==> src/rtl/wash_sequencer_if.sv <==
// Bundle between the top-level sequencer and the wash-phase engine:
// stage control in, display/status/progress out.
interface wash_sequencer_if;
  logic        en;
  logic [1:0]  mode;
  logic        m_pos;
  logic [7:0]  led;
  logic [3:0]  ena;
  logic [7:0]  st_light;
  logic [7:0]  wt_light;
  logic [11:0] run_sec;
  logic        done;

  modport master (
    output en, mode, m_pos,
    input  led, ena, st_light, wt_light, run_sec, done
  );

  modport slave (
    input  en, mode, m_pos,
    output led, ena, st_light, wt_light, run_sec, done
  );
endinterface

==> src/rtl/wash_sequencer.sv <==
// Wash-phase engine: runs fill/wash/drain/spin on a one-second tick, shows the
// remaining phase seconds on a scanned 4-digit display and reports run time.
module wash_sequencer #(
  parameter int TICK_DIV = 100000000,
  parameter int SCAN_DIV = 100000,
  parameter int WASH_S   = 20,
  parameter int SPIN_S   = 10
) (
  input  logic            clk,
  input  logic            rst,
  wash_sequencer_if.slave bus
);

  localparam int TICK_W = $clog2(TICK_DIV + 1);
  localparam int SCAN_W = $clog2(SCAN_DIV + 1);

  typedef enum logic [2:0] {IDLE, FILL, WASH, DRAIN, SPIN, DONE} state_t;

  state_t             state_reg, state_next;
  logic [1:0]         mode_reg, mode_next;
  logic [TICK_W-1:0]  tick_cnt_reg, tick_cnt_next;
  logic [3:0]         level_reg, level_next;
  logic [13:0]        phase_reg, phase_next;
  logic               paused_reg, paused_next;
  logic [11:0]        run_sec_reg, run_sec_next;
  logic [SCAN_W-1:0]  scan_cnt_reg, scan_cnt_next;
  logic [1:0]         digit_reg, digit_next;
  logic [3:0]         ena_reg, ena_next;
  logic [7:0]         led_reg, led_next;

  logic        active;
  logic        tick;
  logic [3:0]  target;
  logic [13:0] remain;
  logic [15:0] bcd;
  logic [3:0]  digit_val;
  logic [7:0]  therm;

  function automatic logic [7:0] seg7(input logic [3:0] d);
    case (d)
      4'd0:    seg7 = 8'h3F;
      4'd1:    seg7 = 8'h06;
      4'd2:    seg7 = 8'h5B;
      4'd3:    seg7 = 8'h4F;
      4'd4:    seg7 = 8'h66;
      4'd5:    seg7 = 8'h6D;
      4'd6:    seg7 = 8'h7D;
      4'd7:    seg7 = 8'h07;
      4'd8:    seg7 = 8'h7F;
      4'd9:    seg7 = 8'h6F;
      default: seg7 = 8'h00;
    endcase
  endfunction

  assign active = (state_reg == FILL) || (state_reg == WASH) ||
                  (state_reg == DRAIN) || (state_reg == SPIN);
  assign tick   = active && !paused_reg && (tick_cnt_reg == TICK_W'(TICK_DIV - 1));

  always_comb begin
    target = 4'd0;
    case (mode_reg)
      2'd1:    target = 4'd3;
      2'd2:    target = 4'd5;
      2'd3:    target = 4'd8;
      default: target = 4'd0;
    endcase
  end

  always_comb begin
    remain = 14'd0;
    case (state_reg)
      FILL:       remain = {10'b0, target - level_reg};
      WASH, SPIN: remain = phase_reg;
      DRAIN:      remain = {10'b0, level_reg};
      default:    remain = 14'd0;
    endcase
  end

  // Double-dabble: shift remain in MSB first, correcting digits >= 5 before each shift.
  always_comb begin
    bcd = 16'd0;
    for (int i = 13; i >= 0; i--) begin
      for (int d = 0; d < 4; d++) begin
        if (bcd[4*d +: 4] >= 4'd5) bcd[4*d +: 4] = bcd[4*d +: 4] + 4'd3;
      end
      bcd = {bcd[14:0], remain[i]};
    end
  end

  // The water level is kept as a count; the lights are its thermometer image.
  generate
    for (genvar gi = 0; gi < 8; gi++) begin : g_therm
      assign therm[gi] = (level_reg > 4'(gi));
    end
  endgenerate

  always_comb begin
    state_next    = state_reg;
    mode_next     = mode_reg;
    tick_cnt_next = tick_cnt_reg;
    level_next    = level_reg;
    phase_next    = phase_reg;
    paused_next   = paused_reg;
    run_sec_next  = run_sec_reg;
    scan_cnt_next = scan_cnt_reg;
    digit_next    = digit_reg;
    ena_next      = ena_reg;
    led_next      = led_reg;
    digit_val     = 4'd0;

    case (state_reg)
      IDLE: begin
        if (bus.en) begin
          mode_next  = bus.mode;
          level_next = 4'd0;
          if (bus.mode == 2'd0) begin
            state_next = SPIN;
            phase_next = 14'(SPIN_S);
          end else begin
            state_next = FILL;
            phase_next = 14'd0;
          end
        end
      end
      FILL: begin
        if (tick) begin
          level_next = level_reg + 4'd1;
          if (level_reg + 4'd1 >= target) begin
            state_next = WASH;
            phase_next = 14'(WASH_S);
          end
        end
      end
      WASH: begin
        if (tick) begin
          phase_next = phase_reg - 14'd1;
          if (phase_reg <= 14'd1) begin
            phase_next = 14'd0;
            state_next = DRAIN;
          end
        end
      end
      DRAIN: begin
        if (tick) begin
          level_next = level_reg - 4'd1;
          if (level_reg <= 4'd1) begin
            level_next = 4'd0;
            state_next = SPIN;
            phase_next = 14'(SPIN_S);
          end
        end
      end
      SPIN: begin
        if (tick) begin
          phase_next = phase_reg - 14'd1;
          if (phase_reg <= 14'd1) begin
            phase_next = 14'd0;
            state_next = DONE;
          end
        end
      end
      default: ;
    endcase

    // Counter restarts on every phase entry so each phase gets whole seconds.
    if (state_next != state_reg) tick_cnt_next = '0;
    else if (active && !paused_reg) tick_cnt_next = tick ? '0 : tick_cnt_reg + 1'b1;

    // Toggle is evaluated against the pre-pulse paused flag, so a coincident tick still lands.
    if (active && bus.m_pos) paused_next = !paused_reg;
    if (state_next == DONE) paused_next = 1'b0;

    if (state_reg == IDLE) run_sec_next = 12'd0;
    else if (tick && run_sec_reg != 12'hFFF) run_sec_next = run_sec_reg + 12'd1;

    if (state_reg == IDLE) begin
      scan_cnt_next = '0;
      digit_next    = 2'd0;
      ena_next      = 4'd0;
      led_next      = 8'd0;
    end else begin
      if (scan_cnt_reg == SCAN_W'(SCAN_DIV - 1)) begin
        scan_cnt_next = '0;
        digit_next    = digit_reg + 2'd1;
      end else begin
        scan_cnt_next = scan_cnt_reg + 1'b1;
      end
      digit_val = bcd[4*digit_next +: 4];
      ena_next  = 4'b0001 << digit_next;
      led_next  = seg7(digit_val);
    end

    // Dropping the stage enable abandons the run, including the latched program.
    if (!bus.en) begin
      state_next    = IDLE;
      mode_next     = 2'd0;
      tick_cnt_next = '0;
      level_next    = 4'd0;
      phase_next    = 14'd0;
      paused_next   = 1'b0;
      run_sec_next  = 12'd0;
      scan_cnt_next = '0;
      digit_next    = 2'd0;
      ena_next      = 4'd0;
      led_next      = 8'd0;
    end
  end

  always_ff @(posedge clk or negedge rst) begin
    if (!rst) begin
      state_reg    <= IDLE;
      mode_reg     <= 2'd0;
      tick_cnt_reg <= '0;
      level_reg    <= 4'd0;
      phase_reg    <= 14'd0;
      paused_reg   <= 1'b0;
      run_sec_reg  <= 12'd0;
      scan_cnt_reg <= '0;
      digit_reg    <= 2'd0;
      ena_reg      <= 4'd0;
      led_reg      <= 8'd0;
    end else begin
      state_reg    <= state_next;
      mode_reg     <= mode_next;
      tick_cnt_reg <= tick_cnt_next;
      level_reg    <= level_next;
      phase_reg    <= phase_next;
      paused_reg   <= paused_next;
      run_sec_reg  <= run_sec_next;
      scan_cnt_reg <= scan_cnt_next;
      digit_reg    <= digit_next;
      ena_reg      <= ena_next;
      led_reg      <= led_next;
    end
  end

  assign bus.led      = led_reg;
  assign bus.ena      = ena_reg;
  assign bus.wt_light = active ? therm : 8'h00;
  assign bus.st_light = {state_reg == DONE, paused_reg, 2'b00,
                         state_reg == SPIN, state_reg == DRAIN,
                         state_reg == WASH, state_reg == FILL};
  assign bus.run_sec  = run_sec_reg;
  assign bus.done     = (state_reg == DONE);

endmodule

==> src/flat_wrapper.sv <==
// flat-port wrapper written by rule: the top's interface ports become plain ports
module wash_sequencer_flat 
#(
  parameter int TICK_DIV = 100000000,
  parameter int SCAN_DIV = 100000,
  parameter int WASH_S   = 20,
  parameter int SPIN_S   = 10
)
  (clk, rst, bus_en, bus_mode, bus_m_pos, bus_led, bus_ena, bus_st_light, bus_wt_light, bus_run_sec, bus_done);
  wash_sequencer_if bus_i ();
  input  logic clk;
  input  logic rst;
  input wire logic [$bits(bus_i.en)-1:0] bus_en;
  input wire logic [$bits(bus_i.mode)-1:0] bus_mode;
  input wire logic [$bits(bus_i.m_pos)-1:0] bus_m_pos;
  output wire logic [$bits(bus_i.led)-1:0] bus_led;
  output wire logic [$bits(bus_i.ena)-1:0] bus_ena;
  output wire logic [$bits(bus_i.st_light)-1:0] bus_st_light;
  output wire logic [$bits(bus_i.wt_light)-1:0] bus_wt_light;
  output wire logic [$bits(bus_i.run_sec)-1:0] bus_run_sec;
  output wire logic [$bits(bus_i.done)-1:0] bus_done;
  assign bus_i.en = bus_en;
  assign bus_i.mode = bus_mode;
  assign bus_i.m_pos = bus_m_pos;
  assign bus_led = bus_i.led;
  assign bus_ena = bus_i.ena;
  assign bus_st_light = bus_i.st_light;
  assign bus_wt_light = bus_i.wt_light;
  assign bus_run_sec = bus_i.run_sec;
  assign bus_done = bus_i.done;
  wash_sequencer #(.TICK_DIV(TICK_DIV), .SCAN_DIV(SCAN_DIV), .WASH_S(WASH_S), .SPIN_S(SPIN_S)) u_core (.clk(clk), .rst(rst), .bus(bus_i));
endmodule
==> config.mk <==
export PLATFORM = sky130hd
export DESIGN_NAME = wash_sequencer_flat
export DESIGN_NICKNAME = d
export VERILOG_FILES = /design/src/rtl/wash_sequencer_if.sv /design/src/rtl/wash_sequencer.sv /design/src/flat_wrapper.sv
export SDC_FILE = /design/constraint.sdc
export NUM_CORES = 1
export LEC_CHECK = 0
export ABC_CLOCK_PERIOD_IN_PS = 29300
export CAP_MARGIN = 20
export CORE_UTILIZATION = 55
export DETAILED_ROUTE_END_ITERATION = 8
export HOLD_SLACK_MARGIN = 0.06
export MAX_ROUTING_LAYER = met4
export PLACE_DENSITY = 0.74
export SETUP_SLACK_MARGIN = 0.3
export SYNTH_ARGS = -nofsm -noshare
export SYNTH_HDL_FRONTEND = slang
export SYNTH_SLANG_ARGS = --single-unit
==> constraint.sdc <==
create_clock -name clk -period 29.3 [get_ports clk]
set_input_delay 4.395 -clock clk [delete_from_list [all_inputs] [get_ports clk]]
set_output_delay 4.395 -clock clk [all_outputs]
set_load 0.01 [all_outputs]
==> impl_metrics.toml <==
[yosys]
synth_top_area_share = 0.234
synth_area_um2 = 9950
yosys.area.top_type = "dfrtp_1"
synth_edf_count = 0
synth_commonest_cells = "nor2_1, nand2_1, dfrtp_1"
yosysSeqAreaShare = 0.234
ys_async_sr_fraction = 1.00
ys_seq_elements = 93
synth.most_common_cell = "nor2_1"
yosysUniqueCellTypes = 113
synthCells = 1248
synth_flop_cell = "dfrtp_1"
synth_warnings = 0
ys_top_cells_by_area = "dfrtp_1, ha_1, nor2_1"
avgSynthCellArea_um2 = 7.97

[run]
max_cap_violations = 0

[floorplanning]
start_util = 0.569
die_w_um = 136
io_pins = 47
die_area_um2 = 18600
rows = 48
core_area_um2 = 17500
die_y_um = 136

[sta]
post-route-period-util = 0.445
maxSlewViolCount = 0
rsz0062_at_grt = "false"
slew_headroom = 0.286
setup_viol = 0
min_period_ns = 13.05
tightest_slew_ns = 1.06
fin_skew_ns = 0.0122
max_clock_freq_mhz = 76.6
hold_violations = 0
fin_setup_tns_ns = 0

[cells_and_area]
area_growth_pct = 8.15
nNetsFinal = 1310
drive_gt1_frac = 0.0804
diodes = 0
largest_register_ffs = 27
fill_cells = 1532
final_area_um2 = 10800

[grt]
grt_pass1_vias = 8680
grt_max_degree = 65
grt_pass1_wl_um = 41000
grt-ovfl-total = 0
antenna_found_initial = 0
track_usage = 0.277

[routing]
via_count = 9254
drtAntennaViolNets = 0
drc_errors = 0
first_pass_iters = 5
drtIter0Drc = 646
post_drt_via_cell_ratio = 6.24
wl_um = 23900
drt-wirelength-per-cell_um = 16.1

[pwr]
power_frac_clock = 0.197
power_frac_seq = 0.238
powerDensity_nw_per_um2 = 60.0
p_int_w = 0.000357
switching_share = 0.446
p_sw_w = 0.000288
pwr-share-comb = 0.565
p_leak_nw = 4.26
ir_drop_mv = 0.0365

[worst_setup_path]
r2r_end = "u_core.bus.led[3]"
cp-end-kind = "register"
worst_ep_required_time_ns = 29.57
critical_path_peak_fanout = 27
slowest_stage = "o31ai_1"
cp.arrival_ns = 13.32
crit_top_cell = "ha_1"
reg2reg_from = "u_core.state_reg[1]"
ff2ff_path_depth = 47
cp-start-kind = "register"
critPathMaxStageDelay_ns = 0.89
path_class = "reg2reg"
r2r_slack_ns = 16.25

[cts]
numCtsBuffers = 9
postCtsResizedCells = 0
clockRootBuffer = "clkbuf_16"
cts_max_path_buffers = 2
cts_hold_buf = 0
tritoncts = "built"
clkTransAtPathRegs_ns = 0.08
postCtsSetupBuffers = 0
ctsHtreeMaxLevel = 3
clk_latency_ns = 0.36
clock_sinks = 93

[hold_path]
hold_path.class = "reg2reg"
whs_path_depth = 1
holdPathEnd = "u_core.scan_cnt_reg[0]"
hold_start = "u_core.scan_cnt_reg[0]"

[place]
placed_area_um2 = 10400
dp_hpwl_um = 17600
gp_congestion = 0.953
port_buffers = 43

[outcome]
outcome = "finished, final reports clean"
-- kinds of logic after synthesis --
kind of cell / after synthesis / share of synthesized area
AOI/OAI and AO/OA: 330 / 0.251
xor gates and xnor gates: 85 / 0.0805
adders and majority gates: 54 / 0.0682
buffers and inverters: 111 / 0.0475
DFF: 93 / 0.234
muxes: 38 / 0.0416
other: 1 / 0.000377
and+or+nand+nor: 536 / 0.277
-- per-layer routing --
metal / wire length (µm) / GRT usage / part of all wire / vias up
li1: - / - / - / 4595
met1: 11400 / 0.371 / 0.48 / 4387
met2: 11200 / 0.439 / 0.47 / 243
met3: 1010 / 0.0337 / 0.042 / 29
met4: 393 / 0.0753 / 0.016 / 0
met5: 0 / - / 0 / -
-- layout by cell type (no fill, tap or decap), types with 9 or more instances in the layout --
cell type / netlist / layout
dfrtp_1: 93 / 93
and3_1: 23 / 23
mux2i_1: 29 / 29
nor3_1: 37 / 37
nand2b_1: 17 / 17
o21ai_1: 15 / 15
nor2b_1: 20 / 20
a31oi_1: 13 / 13
o21ai_0: 57 / 57
a21oi_1: 55 / 55
xor2_1: 38 / 38
and2_1: 26 / 26
or3_1: 27 / 27
a211o_1: 9 / 9
clkdlybuf4s50_1: 0 / 42
clkbuf_16: 0 / 9
ha_1: 51 / 51
xnor2_1: 41 / 41
nor4_1: 9 / 9
nand4_1: 24 / 24
o22ai_1: 9 / 9
nor2_1: 157 / 157
a21o_1: 14 / 14
inv_1: 43 / 43
a211oi_1: 13 / 13
nand2_1: 101 / 101
nand3_1: 37 / 37
o211ai_1: 15 / 15
-- layout make-up --
| cell class | count | area [µm²] | share of cell area |
|---|---|---|---|
| multi-input cells | 1046 | 7160 | 0.665 |
| flip-flops and latches | 93 | 2330 | 0.216 |
| repair buffers | 49 | 473 | 0.0440 |
| well taps | 225 | 282 | 0.0262 |
| clock buffers | 9 | 225 | 0.0209 |
| inverters | 53 | 199 | 0.0185 |
| clock inverters | 7 | 97.6 | 0.00907 |
-- power groups by stage --
stage               registers (W)  logic, W  clock network, W
floorplan                0.000146  0.000301                 0
global placement         0.000155  0.000353                 0
detailed placement       0.000155  0.000357                 0
CTS                      0.000153  0.000360          0.000129
global route             0.000156  0.000406          0.000134
finish                   0.000154  0.000364          0.000127
-- per-stage QoR --
| step | setup WS, ns | utilization | cells | power (W) | hold slack, ns |
|---|---|---|---|---|---|
| after floorplan | 17.68 | - | 1250 | 0.000447 | 0.447 |
| after global placement | 16.72 | 0.597 | 1466 | 0.000509 | 0.476 |
| after detailed placement | 16.42 | 0.597 | 1466 | 0.000513 | 0.501 |
| after CTS | 16.33 | 0.616 | 1482 | 0.000643 | 0.511 |
| after global routing | 14.99 | 0.616 | 1482 | 0.000695 | 0.519 |
| final | 16.25 | 0.616 | 1482 | 0.000645 | 0.512 |
-- worst max path at each step --
| stage | startpoint | endpoint | slack, ns |
|---|---|---|---|
| floorplan | u_core.state_reg[1] | u_core.bus.led[3] | 17.68 |
| detailed placement | u_core.state_reg[1] | u_core.bus.led[3] | 16.42 |
| CTS | u_core.state_reg[1] | u_core.bus.led[3] | 16.33 |
| global placement | u_core.state_reg[1] | u_core.bus.led[3] | 16.72 |
| finish | u_core.state_reg[1] | u_core.bus.led[3] | 16.25 |
| global route | u_core.state_reg[1] | u_core.bus.led[3] | 14.99 |
-- worst max-delay path: cells and delay by family (launching register included) --
kind,cells,cell delay (ns)
compound gates,12,3.96
fa+ha+maj,8,2.24
buf+inv,3,0.39
flops,1,0.85
xor+xnor,4,0.93
mux,2,0.40
simple gates,18,4.15
Power figures use the tool's default switching activity.
